==> src/rtl/rv32i_pkg.sv <==
// rv32i_pkg -- shared RV32I encodings for the fetch/decode front end.
//   Opcode constants, immediate-format selector codes, the canonical NOP
//   and the IF/ID buffer entry layout.
package rv32i_pkg;

   // Major opcodes (instr[6:0])
   localparam logic [6:0] OP_IMM = 7'b0010011;
   localparam logic [6:0] LOAD   = 7'b0000011;
   localparam logic [6:0] STORE  = 7'b0100011;
   localparam logic [6:0] BRANCH = 7'b1100011;
   localparam logic [6:0] JAL    = 7'b1101111;
   localparam logic [6:0] JALR   = 7'b1100111;
   localparam logic [6:0] LUI    = 7'b0110111;
   localparam logic [6:0] AUIPC  = 7'b0010111;
   localparam logic [6:0] OP     = 7'b0110011;
   localparam logic [6:0] FENCE  = 7'b0001111;
   localparam logic [6:0] SYSTEM = 7'b1110011;

   // Immediate-format selector consumed by the ID immediate extender
   localparam logic [2:0] IMM_I  = 3'b000;
   localparam logic [2:0] IMM_S  = 3'b001;
   localparam logic [2:0] IMM_B  = 3'b010;
   localparam logic [2:0] IMM_SH = 3'b011;
   localparam logic [2:0] IMM_J  = 3'b100;
   localparam logic [2:0] IMM_U  = 3'b101;

   // addi x0, x0, 0
   localparam logic [31:0] NOP_INSTR = 32'h0000_0013;

   // One buffered fetch packet, pre-decode results stored alongside
   typedef struct packed {
      logic [31:0] instr;
      logic [31:0] pc;
      logic        pred_taken;
      logic [31:0] pred_target;
      logic [2:0]  imm_sel;
      logic        illegal;
   } ifid_entry_t;

endpackage

==> src/rtl/imm_sel_decode.sv <==
// imm_sel_decode -- combinational pre-decode of the immediate format.
//   instr   in  32  fetched instruction
//   imm_sel out 3   immediate format selector (IMM_* codes)
//   illegal out 1   opcode not part of the supported RV32I subset
// Sits on the push path of the IF/ID buffer so ID sees the result
// straight out of a flop.
module imm_sel_decode
   import rv32i_pkg::*;
(
   input  logic [31:0] instr,
   output logic [2:0]  imm_sel,
   output logic        illegal
);

   logic [6:0] opcode;
   logic [2:0] funct3;
   logic       unused_bits;

   assign opcode      = instr[6:0];
   assign funct3      = instr[14:12];
   assign unused_bits = ^{instr[31:15], instr[11:7]};

   always_comb begin
      imm_sel = IMM_I;
      illegal = 1'b0;
      case (opcode)
         // slli/srli/srai carry a 5-bit shamt instead of a 12-bit immediate
         OP_IMM: if (funct3 == 3'b001 || funct3 == 3'b101) imm_sel = IMM_SH;
         LOAD, JALR:          imm_sel = IMM_I;
         STORE:               imm_sel = IMM_S;
         BRANCH:              imm_sel = IMM_B;
         JAL:                 imm_sel = IMM_J;
         LUI, AUIPC:          imm_sel = IMM_U;
         // no immediate used, but legal
         OP, FENCE, SYSTEM:   imm_sel = IMM_I;
         default:             illegal = 1'b1;
      endcase
   end

endmodule

==> src/rtl/if_id_buffer.sv <==
// if_id_buffer -- fetch-to-decode elastic buffer for the RV32I pipeline.
//   DEPTH-entry FIFO of {instr, pc, prediction} plus pre-decoded immediate
//   selector / illegal flag. Latency 1 (no bypass), mispredict flush.
// Ports:
//   i_clk, i_rst_n                    clock, async active-low reset
//   i_valid/o_ready                   fetch handshake (o_ready = not full)
//   i_instr,i_pc,i_pred_taken,i_pred_target   fetch packet
//   i_stall                           decode cannot consume this cycle
//   i_flush                           discard all entries (wins over push)
//   o_valid,o_instr,o_pc,o_pred_taken,o_pred_target  head entry
//   o_imm_sel,o_imm_field,o_illegal   pre-decode of head entry
// Optional (macro IF_ID_PERF_CNT_EN):
//   o_stall_cnt  cycles with head valid and decode stalled
//   o_flush_cnt  flushes that discarded at least one entry
module if_id_buffer
   import rv32i_pkg::*;
#(
   parameter int DEPTH = 2,
   parameter int XLEN  = 32
) (
   input  logic            i_clk,
   input  logic            i_rst_n,
   input  logic            i_valid,
   output logic            o_ready,
   input  logic [XLEN-1:0] i_instr,
   input  logic [XLEN-1:0] i_pc,
   input  logic            i_pred_taken,
   input  logic [XLEN-1:0] i_pred_target,
   input  logic            i_stall,
   input  logic            i_flush,
   output logic            o_valid,
   output logic [XLEN-1:0] o_instr,
   output logic [XLEN-1:0] o_pc,
   output logic            o_pred_taken,
   output logic [XLEN-1:0] o_pred_target,
   output logic [2:0]      o_imm_sel,
   output logic [24:0]     o_imm_field,
   output logic            o_illegal
`ifdef IF_ID_PERF_CNT_EN
   ,
   output logic [31:0]     o_stall_cnt,
   output logic [31:0]     o_flush_cnt
`endif
);

   localparam int AW = (DEPTH > 1) ? $clog2(DEPTH) : 1;
   localparam int CW = AW + 1;
   localparam logic [CW-1:0] FULL_CNT = CW'(DEPTH);

   logic [CW-1:0] count;
   logic [AW-1:0] rd_ptr;
   logic [AW-1:0] wr_ptr;
   logic          push;
   logic          pop;
   logic [2:0]    dec_sel;
   logic          dec_illegal;
   ifid_entry_t   wr_entry;
   ifid_entry_t   head;
   ifid_entry_t   mem [DEPTH];

   // Handshake only looks at registered count, keeping i_stall/i_valid
   // off the o_ready/o_valid timing paths.
   assign o_ready = (count != FULL_CNT);
   assign o_valid = (count != '0);
   assign push    = i_valid & o_ready & ~i_flush;
   assign pop     = o_valid & ~i_stall & ~i_flush;

   imm_sel_decode u_dec (
      .instr   (i_instr),
      .imm_sel (dec_sel),
      .illegal (dec_illegal)
   );

   assign wr_entry = '{instr:       i_instr,
                       pc:          i_pc,
                       pred_taken:  i_pred_taken,
                       pred_target: i_pred_target,
                       imm_sel:     dec_sel,
                       illegal:     dec_illegal};

   // Pointers are AW bits wide and DEPTH is a power of two, so the
   // natural rollover gives the modulo-DEPTH wrap.
   always_ff @(posedge i_clk or negedge i_rst_n) begin
      if (!i_rst_n) begin
         count  <= '0;
         rd_ptr <= '0;
         wr_ptr <= '0;
      end else if (i_flush) begin
         count  <= '0;
         rd_ptr <= '0;
         wr_ptr <= '0;
      end else begin
         if (push) wr_ptr <= wr_ptr + AW'(1);
         if (pop)  rd_ptr <= rd_ptr + AW'(1);
         case ({push, pop})
            2'b10:   count <= count + CW'(1);
            2'b01:   count <= count - CW'(1);
            default: count <= count;
         endcase
      end
   end

   // Storage needs no reset: every read is masked by o_valid.
   always_ff @(posedge i_clk) begin
      if (push) mem[wr_ptr] <= wr_entry;
   end

   assign head = mem[rd_ptr];

   // Empty buffer presents a NOP so ID can decode unconditionally.
   always_comb begin
      o_instr       = NOP_INSTR;
      o_pc          = '0;
      o_pred_taken  = 1'b0;
      o_pred_target = '0;
      o_imm_sel     = IMM_I;
      o_illegal     = 1'b0;
      if (o_valid) begin
         o_instr       = head.instr;
         o_pc          = head.pc;
         o_pred_taken  = head.pred_taken;
         o_pred_target = head.pred_target;
         o_imm_sel     = head.imm_sel;
         o_illegal     = head.illegal;
      end
   end

   assign o_imm_field = o_instr[31:7];

`ifdef IF_ID_PERF_CNT_EN
   always_ff @(posedge i_clk or negedge i_rst_n) begin
      if (!i_rst_n) begin
         o_stall_cnt <= '0;
         o_flush_cnt <= '0;
      end else begin
         if (o_valid & i_stall) o_stall_cnt <= o_stall_cnt + 32'd1;
         if (i_flush & o_valid) o_flush_cnt <= o_flush_cnt + 32'd1;
      end
   end
`endif

endmodule

==> config.mk <==
export PLATFORM = sky130hd
export DESIGN_NAME = if_id_buffer
export DESIGN_NICKNAME = d
export VERILOG_FILES = /design/src/rtl/rv32i_pkg.sv /design/src/rtl/imm_sel_decode.sv /design/src/rtl/if_id_buffer.sv
export SDC_FILE = /design/constraint.sdc
export NUM_CORES = 1
export LEC_CHECK = 0
export ABC_AREA = 0
export CAP_MARGIN = 20
export CORE_ASPECT_RATIO = 0.6
export CORE_MARGIN = 5
export CORE_UTILIZATION = 30
export CTS_CLUSTER_DIAMETER = 150
export DETAILED_ROUTE_END_ITERATION = 10
export GPL_TIMING_DRIVEN = 0
export MAX_ROUTING_LAYER = met4
export PLACE_DENSITY = 0.5
export SLEW_MARGIN = 20
export SYNTH_ARGS = -nofsm -noshare
export SYNTH_HDL_FRONTEND = slang
export SYNTH_SLANG_ARGS = --single-unit
==> constraint.sdc <==
create_clock -name i_clk -period 17.75 [get_ports i_clk]
set_input_delay 4.4375 -clock i_clk [delete_from_list [all_inputs] [get_ports i_clk]]
set_output_delay 4.4375 -clock i_clk [all_outputs]
set_load 0.01 [all_outputs]
==> impl_metrics.json <==
{
  "design.die.area_mm2": 0.0308,
  "worstSetupStartpoint": "count[0]",
  "grt_first_pass_wirelength_mm": 31.0,
  "pin_count": 230,
  "worst_setup_hold_path_clk_slew_ns": 0.07,
  "last_weighted_congestion_value_of_the_routability_driven_placer": 0.736,
  "final_area_mm2": 0.0119,
  "routed_via_density": 4.32,
  "grt_overflow": 0,
  "max-cap-violations": 0,
  "final.min_clock_period_ns": 7.02,
  "run_status": "completed",
  "maximum_fanout_encountered_on_the_critical_timing_path": 10,
  "via_count": 5011,
  "syn_inst": 500,
  "routed_wirelength_mm": 20.7,
  "design_power_total_mw": 1.15,
  "synthesis.nets": 602,
  "fillers": 2380,
  "detail_route.first_pass.iterations": 5,
  "tns_setup_ns": 0,
  "layout-drive-gt1-share": 0.136,
  "grt_util_all_layers": 0.134,
  "finalNetCount": 883,
  "area_overhead_of_the_layout_relative_to_synthesis_pct": 45.1,
  "ctsResizeCount": 0,
  "worstPathArrival_ns": 2.58,
  "synthDominantAreaCellType": "sky130_fd_sc_hd__edfxtp_1",
  "setup_slack_ns": 10.73,
  "post-cts-setup-buffers": 0,
  "yosys_warnings": 0,
  "tritoncts": "built",
  "rows": 46,
  "synth.distinct_cells": 30,
  "cts_inserted_buffers": 22,
  "die_width_um": 223,
  "worst-endpoint-required_ns": 13.31,
  "hold_class": "register to register",
  "avgRoutedWirePerCell_um": 17.8,
  "clk_latency_ns": 0.50,
  "first_global_vias": 5412,
  "synth_area_mm2": 0.00819,
  "peakVddDrop_v": 0.0000580,
  "synth_top_area_frac": 0.741,
  "min_from": "wr_ptr",
  "finalClockSkew_ns": 0.0111,
  "detailed_place.area_mm2": 0.0112,
  "timing_worst_slew_pin_value_ns": 0.590,
  "r2r-start": "count[1]",
  "worstSetupStartpointType": "register",
  "place.port_buffers": 229,
  "number_of_nets_with_antenna_violations_after_routing": 0,
  "chipHeight_um": 138,
  "power_leakage_nw": 4.01,
  "report.final.slew_viol_count": 0,
  "power_density_mw_per_mm2": 96.6,
  "setup_viol": 0,
  "avgSynthCellArea_um2": 16.4,
  "worst_setup_path_type": "register to output port",
  "clock_sinks": 206,
  "numPlacedInstances": 1117,
  "grt_start_max_net_pins": 15,
  "clockRootBuffer": "sky130_fd_sc_hd__clkbuf_16",
  "synth.yosys.seq_area_share": 0.753,
  "finish.cell_count_without_fillers": 1159,
  "dp_worst_setup_slack_ns": 10.49,
  "drt_iter0_markers": 213,
  "yosys-top-cells-area": "sky130_fd_sc_hd__edfxtp_1 74%, sky130_fd_sc_hd__mux2i_1 12%, sky130_fd_sc_hd__nor2_1 4.6%, sky130_fd_sc_hd__buf_4 2.5%, sky130_fd_sc_hd__dfrtp_1 1.2%",
  "start_util": 0.307,
  "slew_margin_rel": 0.606,
  "layout_commonest_cell": "sky130_fd_sc_hd__clkdlybuf4s50_1",
  "post-route-drc-count": 0,
  "clock.fmax_ghz": 0.142,
  "dp.final_hpwl_mm": 15.7,
  "fin_util": 0.446,
  "grt_setup_unrepaired": "no",
  "finalCritPeriodShare": 0.395,
  "finalHoldViolCount": 0,
  "holdWs_ns": 0.594,
  "core_area_mm2": 0.0266,
  "clock_tree.htree_level_count": 1,
  "ys_seq_elements": 206,
  "cts.hold.buffers_added": 0,
  "crit_path_end_kind": "output port",
  "max-clock-path-buffers": 3,
  "initial_antenna_violation_count": 2,
  "most_frequent_cells_in_the_layout": "229 x sky130_fd_sc_hd__clkdlybuf4s50_1, 202 x sky130_fd_sc_hd__edfxtp_1, 101 x sky130_fd_sc_hd__mux2i_1"
}
[cell families after synthesis]
family                 count (synthesis)  synth area share
flip-flops                           206             0.753
AND/OR/NAND/NOR                      126            0.0654
multiplexers                         103             0.127
buffers and inverters                 51            0.0443
AO/OA/AOI/OAI                         14            0.0108
[critical path: stages, from the launching register on]
cell                              delay [ns]
sky130_fd_sc_hd__dfrtp_1                0.44
sky130_fd_sc_hd__nor2_1                 0.12
sky130_fd_sc_hd__buf_2                  0.33
sky130_fd_sc_hd__clkbuf_1               0.41
sky130_fd_sc_hd__nor2_1                 0.15
sky130_fd_sc_hd__buf_4                  0.16
sky130_fd_sc_hd__clkdlybuf4s50_1        0.47
[layout make-up]
class / instances / area [µm²] / area share
inverter: 3 / 11.3 / 0.000947
timing repair buffer: 257 / 2550 / 0.215
antenna: 3 / 7.51 / 0.000632
buffer: 48 / 352 / 0.0296
sequential: 206 / 6170 / 0.519
multi-input combinational: 243 / 1670 / 0.141
clock buffer: 26 / 587 / 0.0494
tap: 360 / 450 / 0.0379
clock inverter: 13 / 86.3 / 0.00726
[worst paths after layout]
check                               to  slack (ns)  depth (start not counted)
hold / removal                  wr_ptr        0.59                          2
setup reg to reg            mem[1][57]       14.88                         11
max in group asynchronous     count[0]       13.40                          1
min in group asynchronous       wr_ptr        4.16                          1
hold reg to reg                 wr_ptr        0.59                          2
setup / recovery           o_instr[19]       10.73                          6
[synth_stat cells]
cell / number
sky130_fd_sc_hd__a31oi_1: 1
sky130_fd_sc_hd__inv_2: 2
sky130_fd_sc_hd__and3b_1: 1
sky130_fd_sc_hd__buf_4: 27
sky130_fd_sc_hd__nand3_1: 2
sky130_fd_sc_hd__clkbuf_1: 5
sky130_fd_sc_hd__or3_1: 2
sky130_fd_sc_hd__nor3b_2: 1
sky130_fd_sc_hd__nand2_1: 8
sky130_fd_sc_hd__nand2b_1: 4
sky130_fd_sc_hd__o21ai_0: 3
sky130_fd_sc_hd__buf_6: 8
sky130_fd_sc_hd__dfrtp_1: 4
sky130_fd_sc_hd__buf_2: 8
sky130_fd_sc_hd__nor3_1: 1
sky130_fd_sc_hd__nor2b_4: 1
sky130_fd_sc_hd__mux2i_1: 101
sky130_fd_sc_hd__a21o_1: 1
sky130_fd_sc_hd__nand3b_1: 1
sky130_fd_sc_hd__nor2_1: 100
sky130_fd_sc_hd__mux2_4: 1
sky130_fd_sc_hd__o21ai_1: 1
sky130_fd_sc_hd__a2111oi_1: 2
sky130_fd_sc_hd__inv_1: 1
sky130_fd_sc_hd__o32a_1: 1
sky130_fd_sc_hd__a21oi_1: 5
sky130_fd_sc_hd__mux2_2: 1
sky130_fd_sc_hd__edfxtp_1: 202
sky130_fd_sc_hd__nor2b_1: 2
sky130_fd_sc_hd__nor3b_1: 3
[flip-flops by register name (all words and copies together) (netlist names)]
signal	flops
count	2
mem	202
rd_ptr	1
wr_ptr	1
[routing by layer]
| metal | share of wire | up-vias | track usage |
|---|---|---|---|
| li1 | - | 2394 | - |
| met1 | 0.46 | 2441 | 0.178 |
| met2 | 0.46 | 148 | 0.210 |
| met3 | 0.064 | 28 | 0.0383 |
| met4 | 0.019 | 0 | 0.0235 |
| met5 | 0 | - | - |
[power breakdown]
part	total, mW	leakage (nW)	internal [mW]	switching [mW]
registers	0.557	1.91	0.553	0.00408
clock network	0.428	0.324	0.249	0.178
logic	0.164	1.78	0.0887	0.0749
Power figures use the tool's default switching activity.
